File: src/rtl/cc_in_collect.sv
// Collects a 4-beat burst of signed samples for a combinational compute stage.
// It registers the compute result and strobes it out; a burst that stalls too long is aborted.
module cc_in_collect #(
  parameter int GAP_MAX = 8
) (
  input  logic              clk,
  input  logic              rst,
  input  logic              in_valid,
  input  logic signed [3:0] in_data,
  input  logic        [3:0] in_opt,
  output logic              in_ready,
  output logic signed [3:0] cc_in_n0,
  output logic signed [3:0] cc_in_n1,
  output logic signed [3:0] cc_in_n2,
  output logic signed [3:0] cc_in_n3,
  output logic        [3:0] cc_opt,
  input  logic signed [8:0] cc_out_n,
  output logic              out_valid,
  output logic signed [8:0] out_data,
  output logic              abort
);

  typedef enum logic [1:0] {IDLE, COLLECT, CALC, OUT} state_t;

  state_t     state, state_nxt;
  logic [1:0] cnt;
  logic [7:0] gap;
  logic       accept;

  always_comb begin
    state_nxt = state;
    in_ready  = 1'b0;
    out_valid = 1'b0;
    abort     = 1'b0;
    case (state)
      IDLE: begin
        in_ready = 1'b1;
        if (in_valid) state_nxt = COLLECT;
      end
      COLLECT: begin
        in_ready = 1'b1;
        if (in_valid) begin
          if (cnt == 2'd3) state_nxt = CALC;
        end else if (gap == 8'(GAP_MAX - 1)) begin
          // This idle cycle is the GAP_MAX-th in a row; a beat here would have saved the burst.
          abort     = 1'b1;
          state_nxt = IDLE;
        end
      end
      CALC:    state_nxt = OUT;
      default: begin
        out_valid = 1'b1;
        state_nxt = IDLE;
      end
    endcase
    if (rst) begin
      abort     = 1'b0;
      out_valid = 1'b0;
    end
  end

  assign accept = in_valid && in_ready;

  always_ff @(posedge clk) begin
    if (rst) begin
      state    <= IDLE;
      cnt      <= 2'd0;
      gap      <= 8'd0;
      cc_in_n0 <= 4'sd0;
      cc_in_n1 <= 4'sd0;
      cc_in_n2 <= 4'sd0;
      cc_in_n3 <= 4'sd0;
      cc_opt   <= 4'd0;
      out_data <= 9'sd0;
    end else begin
      state <= state_nxt;
      case (state)
        IDLE: begin
          if (accept) begin
            cc_in_n0 <= in_data;
            cc_opt   <= in_opt;
            cnt      <= 2'd1;
            gap      <= 8'd0;
          end
        end
        COLLECT: begin
          if (accept) begin
            case (cnt)
              2'd1:    cc_in_n1 <= in_data;
              2'd2:    cc_in_n2 <= in_data;
              default: cc_in_n3 <= in_data;
            endcase
            // Leaving COLLECT from count 3 resets the count rather than wrapping it.
            cnt <= (cnt == 2'd3) ? 2'd0 : cnt + 2'd1;
            gap <= 8'd0;
          end else if (abort) begin
            cnt <= 2'd0;
            gap <= 8'd0;
          end else begin
            gap <= gap + 8'd1;
          end
        end
        CALC:    out_data <= cc_out_n;
        default: ;
      endcase
    end
  end

endmodule

File: config.mk
export PLATFORM = sky130hd
export DESIGN_NAME = cc_in_collect
export DESIGN_NICKNAME = d
export VERILOG_FILES = /design/src/rtl/cc_in_collect.sv
export SDC_FILE = /design/constraint.sdc
export NUM_CORES = 1
export LEC_CHECK = 0
export ABC_CLOCK_PERIOD_IN_PS = 1900
export CORE_ASPECT_RATIO = 0.75
export CORE_UTILIZATION = 48
export CTS_BUF_LIST = sky130_fd_sc_hd__clkbuf_4 sky130_fd_sc_hd__clkbuf_8
export DETAILED_ROUTE_END_ITERATION = 8
export GPL_ROUTABILITY_DRIVEN = 0
export PLACE_DENSITY_LB_ADDON = 0.12
export SETUP_SLACK_MARGIN = 0.1
export SYNTH_ARGS = -nofsm -noshare
export SYNTH_HDL_FRONTEND = slang
export SYNTH_SLANG_ARGS = --single-unit
File: constraint.sdc
create_clock -name clk -period 1.9 [get_ports clk]
set_clock_uncertainty 0.05 [all_clocks]
set_input_delay 0.285 -clock clk [delete_from_list [all_inputs] [get_ports clk]]
set_output_delay 0.285 -clock clk [all_outputs]
set_load 0.1 [all_outputs]
==> results.md <==
- Starting DRT DRC Count: 78
- Die width: between 70 and 80 µm
- Initial Util: 0.515
- CTS buffer count: 5
- Crit path required time: ~1.6 ns
- Sequential share of the synthesized area: 0.472
- Mapped Area: between 1500 and 2000 µm²
- Synthesis-to-layout area growth: 41.7%
- Comb power frac: 0.165
- Asr flop ratio synth: 0
- Post-Route WL: about 4100 µm
- Max-cap violations: 0
- Synth Area in Adders: 0.0288
- Outcome: complete, no violations
- Rel. slew slack: 0.792
- Worst slew pin tran: 0.312 ns
- WL/cell: around 13 µm
- Number of fill cells: 285
- Layout cells sized above 1: 0.254
- CP Launch Type: register
- Unique masters post-synth: 32
- Endpoint class of the critical path: output port
- Final instance area: about 2500 µm²
- Crit Path Category: register to output port
- Tcrit/Tclk final: 0.922
- Final setup violation count: 0
- Worst hold slack: slightly above 0.4 ns
- CTS Buffer Depth: 2
- H-tree levels: 2
- Sw Share: 0.288
- Initial antenna violation count: 0
- Crit-path max FO: 4
- Final Power: around 1.7 mW
- P_int: roughly 1.2 mW
- Largest net degree at the start of global routing: 30
- Slowest cell on crit path: dfxtp_4
- Number of top-level pins: 52
- Number of warning messages in the yosys log: 0
- Post-detail-place hpwl: 2820 µm
- Post-synthesis register bit count: 41
- Maximum vdd drop: 556 µV
- Share of power burned in the clock network: 0.325
- Die Area: 3870 µm²
- Post-route setup slack: ~0.15 ns
- Place WS: -0.0379 ns
- Ant. Diodes: 0
- CTS Sinks: 41
- Most common cell after layout, fill and taps aside: nand2_1
- Fin crit period: roughly 1.8 ns
- Post-synth top flop: dfxtp_1
- Mean post-synth cell area: 8.37 µm²
- Simple-gate share of the synthesized area: 0.268
- Largest family of logic cells by synthesized area: simple AND/OR/NAND/NOR gates
- Via count: about 1600
- Post-Synthesis Cells: about 210
- Worst-skew pair later-pin latency: ~0.29 ns
- Hold Crit Class: register to register
- Leakage: between 0.9 and 1 nW
- Tot GR Track Use: 0.219
- DRT Pass-1 Iters: 4
- Gr ovfl total: 0
- Die height: ~54 µm
- Post-synth EDFFs: 0
- Number of global-route vias before repair: roughly 1300
- Root Buffer: clkbuf_8
- Clock transition at path regs: 0.07 ns
- Post-route ant nets: 0
- Delay-heaviest family, CP: simple AND/OR/NAND/NOR gates
- CTS Hold Buffers Added: 0
- Final #Nets: between 200 and 300
- Vias/cell: 5.18
- Sequential power share: 0.510
- Worst path cell trace: nor4_4 > nand3_2 > clkinvlp_4 > buf_12
- Crit-path max cell delay: between 0.3 and 0.4 ns
- Max Clk Rate: 571 MHz
- Xor/xnor cell area share of the yosys netlist: 0.0101
- Post-synthesis mux area share: 0.0518
- Fin. Hold Viols: 0
- Compound-Gate Fraction of Synth Area: 0.129
- CP Buf/Inv Count: 2
- Post-route DRC: 0
- CTS tree: built
- First-pass GRT wire length: 6400 µm
- IO buf count: 51
- Commonest non-fill, non-tap cells in the layout: 47 x nand2_1, 43 x buf_4, 37 x dfxtp_1
- Final Max Slew Viols: 0
- Arrival @ worst endpoint: ~1.4 ns
- Placed inst area: around 2300 µm²
- Cell row count: 18
- Sw power: 0.503 mW
- P per Cell Area: between 700 and 800 nW/µm²
- Unrepaired setup endpoints after global routing: true
- Synth Net Count: approximately 230
- Core area: 3380 µm²
## kinds of logic after synthesis
group / after synthesis
AOI/OAI and AO/OA: 40
xor gates and xnor gates: 2
adders and majority gates: 4
buffers and inverters: 16
DFF: 41
muxes: 9
and+or+nand+nor: 96
## Yosys cell counts, drive strengths merged (2+ instances only)
cell type | instances | area share
nand2 | 47 | 0.10
dfxtp | 41 | 0.47
a21oi | 25 | 0.074
nand3 | 18 | 0.052
nor2 | 15 | 0.037
mux2i | 9 | 0.052
clkbuf | 6 | 0.013
inv | 6 | 0.013
o21ai | 6 | 0.017
a31oi | 5 | 0.018
buf | 4 | 0.015
ha | 4 | 0.029
and3 | 3 | 0.011
and2 | 2 | 0.0072
and3b | 2 | 0.010
nand3b | 2 | 0.0086
## metrics by stage
step                      std cells   TNS, ns   util
after detailed placement        300   -0.0516  0.686
after global routing            312         0  0.730
after CTS                       310         0  0.721
final                           312         0  0.730
after floorplan                 208         0      -
after global placement          300  -0.00333  0.686
## cell type report
cell class | instances | area, µm² | area share
Multi-Input combinational cell | 151 | 885 | 0.359
Clock buffer | 6 | 76.3 | 0.0309
Clock inverter | 2 | 10.0 | 0.00406
Sequential cell | 41 | 828 | 0.336
Tap cell | 40 | 50.0 | 0.0203
Timing Repair Buffer | 66 | 591 | 0.239
Inverter | 6 | 26.3 | 0.0107
## power by group through the flow
stage	Sequential [mW]	Clock (mW)	Combinational (mW)
5_1_grt	0.894	0.619	0.304
3_3_place_gp	0.911	0	0.284
3_5_place_dp	0.911	0	0.287
4_1_cts	0.892	0.584	0.288
6_report	0.891	0.567	0.289
2_1_floorplan	1.02	0	0.0786
## registers in the layout, indices dropped and copies added (netlist names)
name      flops
cc_in_n0      4
cc_in_n2      4
cnt           2
cc_in_n1      4
gap           8
state         2
cc_opt        4
out_data      9
cc_in_n3      4
## routing by layer
layer,vias to the layer above,share of wire,track usage
met5,-,0,0
li1,836,-,-
met2,64,0.43,0.311
met1,714,0.48,0.308
met3,3,0.079,0.0749
met4,0,0.0083,0.0784
## worst min-delay path, delay by kind of cell (launching register included)
kind,cells,cell delay [ns]
compound gates,1,0.05
flops,1,0.31
simple gates,1,0.05
## what timing repair did
| action | 4_1_cts | 5_1_grt |
|---|---|---|
| pin swaps | 1 | 3 |
| endpoints found under the setup margin | 1 | 1 |
| setup buffers | 2 | 2 |
| resized for setup | 9 | 3 |
## worst paths after layout
check                           slack, ns        start  depth (start not counted)          end
worst min register to register       0.40  out_data[7]                          2  out_data[7]
worst max register to register       0.34     state[1]                          4       gap[7]
worst min-delay path                 0.40  out_data[7]                          2  out_data[7]
worst max-delay path                 0.15       gap[5]                          4        abort
No activity file was read; power rests on OpenSTA's default activity.
